File: src/rtl/param_fifo.sv
// Single-clock FIFO with occupancy flags. A read has 1-cycle latency, or 0 cycles in first-word fall-through mode when FIFO_FWFT_EN is defined.
// A write while full is dropped and pulses overflow. A read while empty is dropped and pulses underflow.
module param_fifo #(
  parameter int FIFO_WIDTH = 8,
  parameter int FIFO_DEPTH = 16,
  parameter int AF_THRESH  = FIFO_DEPTH - 2,
  parameter int AE_THRESH  = 2
) (
  input  logic                          clk,
  input  logic                          rstN,
  input  logic                          wr_en,
  input  logic [FIFO_WIDTH-1:0]         data_in,
  input  logic                          rd_en,
  output logic [FIFO_WIDTH-1:0]         data_out,
  output logic                          empty,
  output logic                          full,
  output logic                          almost_full,
  output logic                          almost_empty,
  output logic [$clog2(FIFO_DEPTH):0]   count,
  output logic                          overflow,
  output logic                          underflow
);

  localparam int AW = $clog2(FIFO_DEPTH);
  localparam int CW = AW + 1;
  localparam logic [CW-1:0] DEPTH_C = CW'(FIFO_DEPTH);
  localparam logic [CW-1:0] AF_C    = CW'(AF_THRESH);
  localparam logic [CW-1:0] AE_C    = CW'(AE_THRESH);

  logic [FIFO_WIDTH-1:0] mem [FIFO_DEPTH];
  logic [AW-1:0]         wr_ptr;
  logic [AW-1:0]         rd_ptr;
  logic                  wr_ok;
  logic                  rd_ok;

  // Full blocks only the write and empty blocks only the read, so the lone survivor of a collision falls out naturally
  assign wr_ok = wr_en && !full;
  assign rd_ok = rd_en && !empty;

  assign empty        = (count == '0);
  assign full         = (count == DEPTH_C);
  assign almost_full  = (count >= AF_C);
  assign almost_empty = (count <= AE_C);

  // Pointers are exactly log2(depth) wide so wrap is free
  always_ff @(posedge clk or negedge rstN) begin
    if (!rstN) begin
      wr_ptr    <= '0;
      rd_ptr    <= '0;
      count     <= '0;
      overflow  <= 1'b0;
      underflow <= 1'b0;
    end else begin
      overflow  <= wr_en && full;
      underflow <= rd_en && empty;
      if (wr_ok) wr_ptr <= wr_ptr + 1'b1;
      if (rd_ok) rd_ptr <= rd_ptr + 1'b1;
      case ({wr_ok, rd_ok})
        2'b10:   count <= count + 1'b1;
        2'b01:   count <= count - 1'b1;
        default: count <= count;
      endcase
    end
  end

  always_ff @(posedge clk) begin
    if (wr_ok) mem[wr_ptr] <= data_in;
  end

`ifdef FIFO_FWFT_EN
  // Head entry is visible before the pop; forced to zero while empty so reset shows a clean bus
  assign data_out = empty ? '0 : mem[rd_ptr];
`else
  always_ff @(posedge clk or negedge rstN) begin
    if (!rstN)      data_out <= '0;
    else if (rd_ok) data_out <= mem[rd_ptr];
  end
`endif

endmodule
File: config.mk
export PLATFORM = sky130hd
export DESIGN_NAME = param_fifo
export DESIGN_NICKNAME = d
export VERILOG_FILES = /design/src/rtl/param_fifo.sv
export SDC_FILE = /design/constraint.sdc
export NUM_CORES = 1
export LEC_CHECK = 0
export BUFFER_PORTS_ARGS = -buffer_cell sky130_fd_sc_hd__buf_2
export CAP_MARGIN = 20
export CORE_MARGIN = 2
export CORE_UTILIZATION = 45
export DETAILED_ROUTE_END_ITERATION = 16
export PLACE_DENSITY = 0.59
export SYNTH_ARGS = -nofsm -noshare
export SYNTH_HDL_FRONTEND = slang
export SYNTH_SLANG_ARGS = --single-unit
export TNS_END_PERCENT = 1
File: constraint.sdc
create_clock -name clk -period 4.05 [get_ports clk]
set_clock_uncertainty 0.1 [all_clocks]
set_input_delay 0.405 -clock clk [delete_from_list [all_inputs] [get_ports clk]]
set_output_delay 0.405 -clock clk [all_outputs]
set_load 0.05 [all_outputs]
==> impl_metrics.ini, run 1 <==
[outcome]
run_status = completed

[detailed_routing]
avgViaCountPerCell = 5.38
wl_mm = 11.6
num_vias = 3011
route.met3.wl_um = 487
dr.first_iter.drc_count = 233
dr.pass1.iters = 4
drt-wirelength-per-cell_um = 20.8
top_layer = met4
dr_wl_met2_mm = 5.63
ant_nets = 0
drc = 0
drt-met1-wl_mm = 5.25

[power]
ir_drop_mv = 0.419
seqPwrFrac_pct = 41.2
swShare_pct = 33.4
leakagePower_nw = 2.48
pwr-share-comb_pct = 30.0
p_switching_mw = 1.75
power_frac_clock_pct = 28.8
power.density_mw_per_mm2 = 739
p_int_mw = 3.49
power_mw = 5.24

[synth]
yosys.area.top_type_share_pct = 62.2
yosys.area_share.simple_pct = 5.16
synthTopCellsByArea = edfxtp_1 62%, mux4_2 12%, dfrtp_1 9.3%
yosysSeqAreaShare_pct = 71.5
syn_area_mm2 = 0.00618
netlist_instances = 332
ys_types = 43
yosys.area.top_type = edfxtp_1
syn_avg_cell_area_um2 = 18.6
syn_nets = 353
yosys_warnings = 0
synth_top_family_by_area = multiplexers
synthMuxAreaShare_pct = 14.4
synth-compound-area-share_pct = 3.68
synth_xor_area_share_pct = 1.28
ys_seq_elements = 151
synthAdderAreaFrac_pct = 1.82

[timing]
finalMaxSlewViolations = 0
hold_viol = 0
finalCriticalPeriod_ns = 3.24
setup_violations = 0
timing.final.crit_share_pct = 80.0
relSlewSlack_pct = 34.2
fin_ws_ns = 0.811
max_slew.worst_pin.slew_ns = 0.984
fin_setup_tns_ns = 0
max_freq_ghz = 0.309
grt_setup_unrepaired = false

[global_routing]
grt_pass1_wl_mm = 18.1
track_usage_pct = 17.5
grt_overflow_total = 0
grt_pass1_vias = 3072
grt_max_degree = 34
grt_antenna_before_repair = 0

[cts]
postCtsHoldBufs = 1
htree_num_levels = 4
clock_path_buffers = 2
post_cts_buffers = 0
cts_buffers = 17
cts_root_buffer = clkbuf_16
clkLatencyLatePin_ns = 0.42
clk_pin_slew_ns = 0.06
cts_tree = yes
post_cts_resized = 0
cts.sinks = 151

[critical_path]
rr_endpoint = count[4]$_DFFE_PN0P_
cp-startpoint = count[1]$_DFFE_PN0P_
rrSetupSlack_ns = 0.81
path_class = flop to flop
required_ns = 4.27
ff2ff_path_depth = 11
critPathMaxFanout = 11
cp-end-kind = flop
reg2reg_from = count[1]$_DFFE_PN0P_
crit_path_start_kind = flop
worst_ep_arrival_time_ns = 3.46

[placed_design]
port_buffers = 30
globalplace.congestion = 0.776
place_ws_ns = 0.835
dp_cells = 527
hpwl_mm = 7.21

[finish]
final_common_cell = edfxtp_1
final_core_util_pct = 53.1
stdcell_count = 560
drive_gt1_share_pct = 29.7
layout_common_cells = 128 x edfxtp_1, 32 x mux4_2, 30 x buf_2, 23 x nand2_1, 22 x dfrtp_1
nets = 392
diodes = 0
synthToLayoutAreaGrowth_pct = 14.7

[die]
die_height_um = 121
core_mm2 = 0.0133
rows = 42
die_area_mm2 = 0.0147
io_pins = 31
start_util_pct = 46.3
die_w_um = 121

[job]
maxCapViolations = 0

[worst_hold_path]
min_from = rd_en
min_to = underflow$_DFF_PN0_
holdPathStages = 3
hp-class = primary input to flop
-- flip-flops by register name, indices dropped and copies added, names as in the netlist --
signal	cells
count	5
data_out	8
mem	128
overflow	1
rd_ptr	4
underflow	1
wr_ptr	4
-- logic make-up (layout without fill, tap and decap cells) --
logic type	after synthesis	count (layout)
DFF	151	151
and+or+nand+nor	65	65
muxes	49	49
buffers and inverters	26	78
AOI/OAI and AO/OA	23	23
adders and majority gates	9	9
xor gates and xnor gates	9	9
-- Yosys cell counts --
cell,instances
o21a_1,1
o211a_1,1
or4_4,1
dfrtp_1,23
edfxtp_1,128
mux2_2,1
nand2b_1,3
nand2b_4,1
buf_1,1
and3b_1,1
buf_2,7
mux2i_1,16
a311oi_1,1
nor4b_1,1
nor3b_1,1
nand3_1,2
buf_6,1
nand2_1,23
xnor2_1,6
a21oi_1,3
nor2b_1,3
a2111oi_0,1
ha_1,9
clkbuf_2,1
a32oi_1,1
nor3_1,5
clkbuf_1,8
a21boi_2,1
and2_1,1
nor2_1,18
nand4_1,2
o41ai_1,1
xor2_1,3
buf_12,1
inv_1,6
inv_2,1
o21ai_2,1
and3_1,1
o21ai_0,4
mux4_2,32
nand2_4,1
o221ai_2,8
nor4_1,1
-- area by class of cell --
class,instances,area [um2]
sequential,151,4420
clock buffer,24,502
fill,1068,6260
clock inverter,8,71.3
tap,176,220
timing repair buffer,39,220
multi-input combinational,155,1630
inverter,7,26.3
-- worst max-delay path, stage by stage (launching register included) --
cell	delay, ns
dfrtp_1	0.48
or4_4	0.61
o21ai_2	0.14
buf_4	0.20
inv_2	0.12
ha_1	0.32
xor2_1	0.19
ha_1	0.23
o211a_1	0.25
o21ai_0	0.14
o41ai_1	0.09
nor4b_1	0.28
-- per-stage QoR --
stage                     hold slack (ns)  cell area [um2]
after floorplan                   0.00941             6180
after global placement              0.326             6510
after detailed placement            0.333             6510
after CTS                           0.100             7090
after global routing                0.107             7090
final                               0.118             7090
-- per-layer routing --
layer | up-vias | GRT usage, %
met1 | 1543 | 23.8
met2 | 60 | 26.6
met3 | 20 | 5.08
met4 | 0 | 7.54
met5 | - | 0
li1 | 1388 | -
-- power by group through the flow --
stage | registers [mW] | clock network, mW | logic (mW)
3_3_place_gp | 2.18 | 0 | 1.59
5_1_grt | 2.20 | 1.61 | 1.70
6_report | 2.16 | 1.51 | 1.57
2_1_floorplan | 2.27 | 0 | 1.13
4_1_cts | 2.16 | 1.54 | 1.61
3_5_place_dp | 2.19 | 0 | 1.60
-- how the worst max path moves through the flow --
stage | cells after the start | end | slack, ns
after CTS | 11 | count[4]$_DFFE_PN0P_ | 0.82
final | 11 | count[4]$_DFFE_PN0P_ | 0.81
after floorplan | 2 | almost_empty | 0.25
after detailed placement | 11 | count[4]$_DFFE_PN0P_ | 0.84
after global placement | 11 | count[4]$_DFFE_PN0P_ | 0.90
after global routing | 11 | count[4]$_DFFE_PN0P_ | 0.58
No activity file was read; power rests on OpenSTA's default activity.
==> run 2, diff against run 1 <==
ABC_AREA = 1   (was not set)
PLACE_DENSITY = 0.58   (was 0.59)
clock period = 3.1 ns   (was 4.05 ns; I/O delays follow)
==> run 2 against run 1 <==
Net effect: area after synthesis grew 9.4%; sequential share of layout area shrank 4.5 points; maximum frequency grew 25%; non-clock buffer count shrank 1; worst setup slack lost 0.30 ns; worst hold slack lost 0.10 ns; critical path type unchanged; critical endpoint unchanged; largest power group is now combinational cells.
==> impl_metrics.ini, run 2 <==
[synth]
ys_types = 23
yosys_most_used_dff = edfxtp_1
netlist_top_cells_count = 222 x nand2_1, 128 x edfxtp_1, 117 x inv_1, 103 x nand3_1, 23 x dfrtp_1
synth_edf_count = 128
syn_avg_cell_area_um2 = 9.98
ys_seq_elements = 151
yosysSeqAreaShare_pct = 65.4
syn_area_mm2 = 0.00676
netlist_instances = 677
synthTopCellsByArea = edfxtp_1 57%, nand2_1 12%, dfrtp_1 8.5%
yosys_warnings = 0
yosys.area.top_type_share_pct = 56.9
synthArstFlopShare_pct = 15.2
yosys.area.top_type = edfxtp_1
synth_most_common_cell = nand2_1
syn_nets = 698

[critical_path]
required_ns = 3.30
crit_top_cell = nand2_1
path_class = flop to flop
worst_ep_arrival_time_ns = 2.79
crit_path_start_kind = flop
cp-end-kind = flop
path_cells = nor2_4, nand4_2, nand2_2, inv_2, ha_1, xor2_1, ha_1, inv_1, nand2_1, nand3_1, nand2_1, xor2_1, nand2_1, nand2_1
cpMaxStageDelayCell = dfrtp_1
critPathMaxFanout = 15
critical_path.max_stage_delay_ns = 0.46

[timing]
grt_setup_unrepaired = false
fin_hold_ws_ns = 0.0168
finalCriticalPeriod_ns = 2.59
fin_setup_tns_ns = 0
max_freq_ghz = 0.386
timing.final.crit_share_pct = 83.5
hold_viol = 0
setup_violations = 0
max_slew.worst_pin.slew_ns = 0.812
finalMaxSlewViolations = 0
relSlewSlack_pct = 45.7
fin_ws_ns = 0.512

[placed_design]
dp_cells = 871
globalplace.congestion = 0.896
placed_area_mm2 = 0.00704
port_buffers = 30
hpwl_mm = 9.25
place_ws_ns = 0.540

[finish]
drive_gt1_share_pct = 10.5
layout_common_cells = 222 x nand2_1, 128 x edfxtp_1, 117 x inv_1, 103 x nand3_1, 30 x buf_2
top_regs = mem (128), data_out (8), count (5)
nets = 729
synthToLayoutAreaGrowth_pct = 13.2
design_area_mm2 = 0.00765
regMostFlops = mem
largest_reg_flops = 128
final_core_util_pct = 52.4
diodes = 0
stdcell_count = 905
final_common_cell = nand2_1

[detailed_routing]
num_vias = 4505
drc = 0
avgViaCountPerCell = 4.98
dr.first_iter.drc_count = 236
ant_nets = 0
drt-wirelength-per-cell_um = 15.9
dr.pass1.iters = 4
wl_mm = 14.4

[die]
rows = 44
die_height_um = 127
die_area_mm2 = 0.0160
core_mm2 = 0.0146
io_pins = 31
start_util_pct = 46.3
die_w_um = 127

[outcome]
run_status = completed

[cts]
cts_buffers = 17
cts.sinks = 151
clock_path_buffers = 2
cts_root_buffer = clkbuf_16
post_cts_resized = 0
clk_pin_slew_ns = 0.06
cts_tree = yes
clkLatencyLatePin_ns = 0.41
htree_num_levels = 4

[global_routing]
track_usage_pct = 19.3
grt_pass1_vias = 4441
grt_pass1_wl_mm = 22.9
grt_antenna_before_repair = 0
grt_overflow_total = 0
grt_max_degree = 67

[power]
power_mw = 7.38
power.density_mw_per_mm2 = 965
leakagePower_nw = 3.48
ir_drop_mv = 0.412

[worst_hold_path]
hp-class = primary input to flop

[job]
maxCapViolations = 0
## run 2: worst max-delay path, delay by kind of cell, from the launching register on
family | cells | cell delay [ns]
XOR/XNOR | 2 | 0.32
AND/OR/NAND/NOR | 8 | 0.92
buffers and inverters | 2 | 0.19
adder cells (fa/ha/maj) | 2 | 0.48
flip-flops | 1 | 0.46
## run 2: path summary, 6_finish.rpt
check	startpoint	end	slack [ns]	cells after the start
max	count[3]$_DFFE_PN0P_	count[4]$_DFFE_PN0P_	0.51	14
min	wr_en	overflow$_DFF_PN0_	0.02	3
max reg2reg	count[3]$_DFFE_PN0P_	count[4]$_DFFE_PN0P_	0.51	14
min reg2reg	data_out[4]$_DFFE_PN0P_	data_out[4]$_DFFE_PN0P_	0.38	2
max in group asynchronous	rstN	rd_ptr[0]$_DFFE_PN0P_	2.19	2
min in group asynchronous	rstN	data_out[4]$_DFFE_PN0P_	0.32	2
## run 2: timing repair
item                      CTS  global route
hold buffers                1             0
setup buffers               0             0
hold endpoints to repair   23             0
## run 2: per-layer routing
layer	vias to the layer above	wire length, um	GRT usage, %
li1	2219	-	-
met1	2176	6150	23.4
met2	94	7420	33.6
met3	16	620	4.60
met4	0	234	6.72
met5	-	0	0
## run 2: kinds of logic after synthesis
family	Yosys count	share of synthesized area, %
buffers and inverters	148	9.13
AND/OR/NAND/NOR	348	21.6
adder cells (fa/ha/maj)	9	1.67
XOR/XNOR	10	1.30
AO/OA/AOI/OAI	11	0.889
flip-flops	151	65.4
## run 2: area by class of cell
type,instances,area [um2]
repair buffers,38,233
well taps,184,230
flip-flops and latches,151,4420
inverters,122,458
clock buffers,22,484
fillers,1307,6940
clock inverters,10,100
multi-input cells,378,1720
## run 2: report_power, final
group | switching, mW | internal [mW] | total, mW
Combinational | 1.96 | 0.744 | 2.70
Clock | 0.739 | 1.26 | 2.00
Sequential | 0.173 | 2.51 | 2.69
Total | 2.87 | 4.51 | 7.38
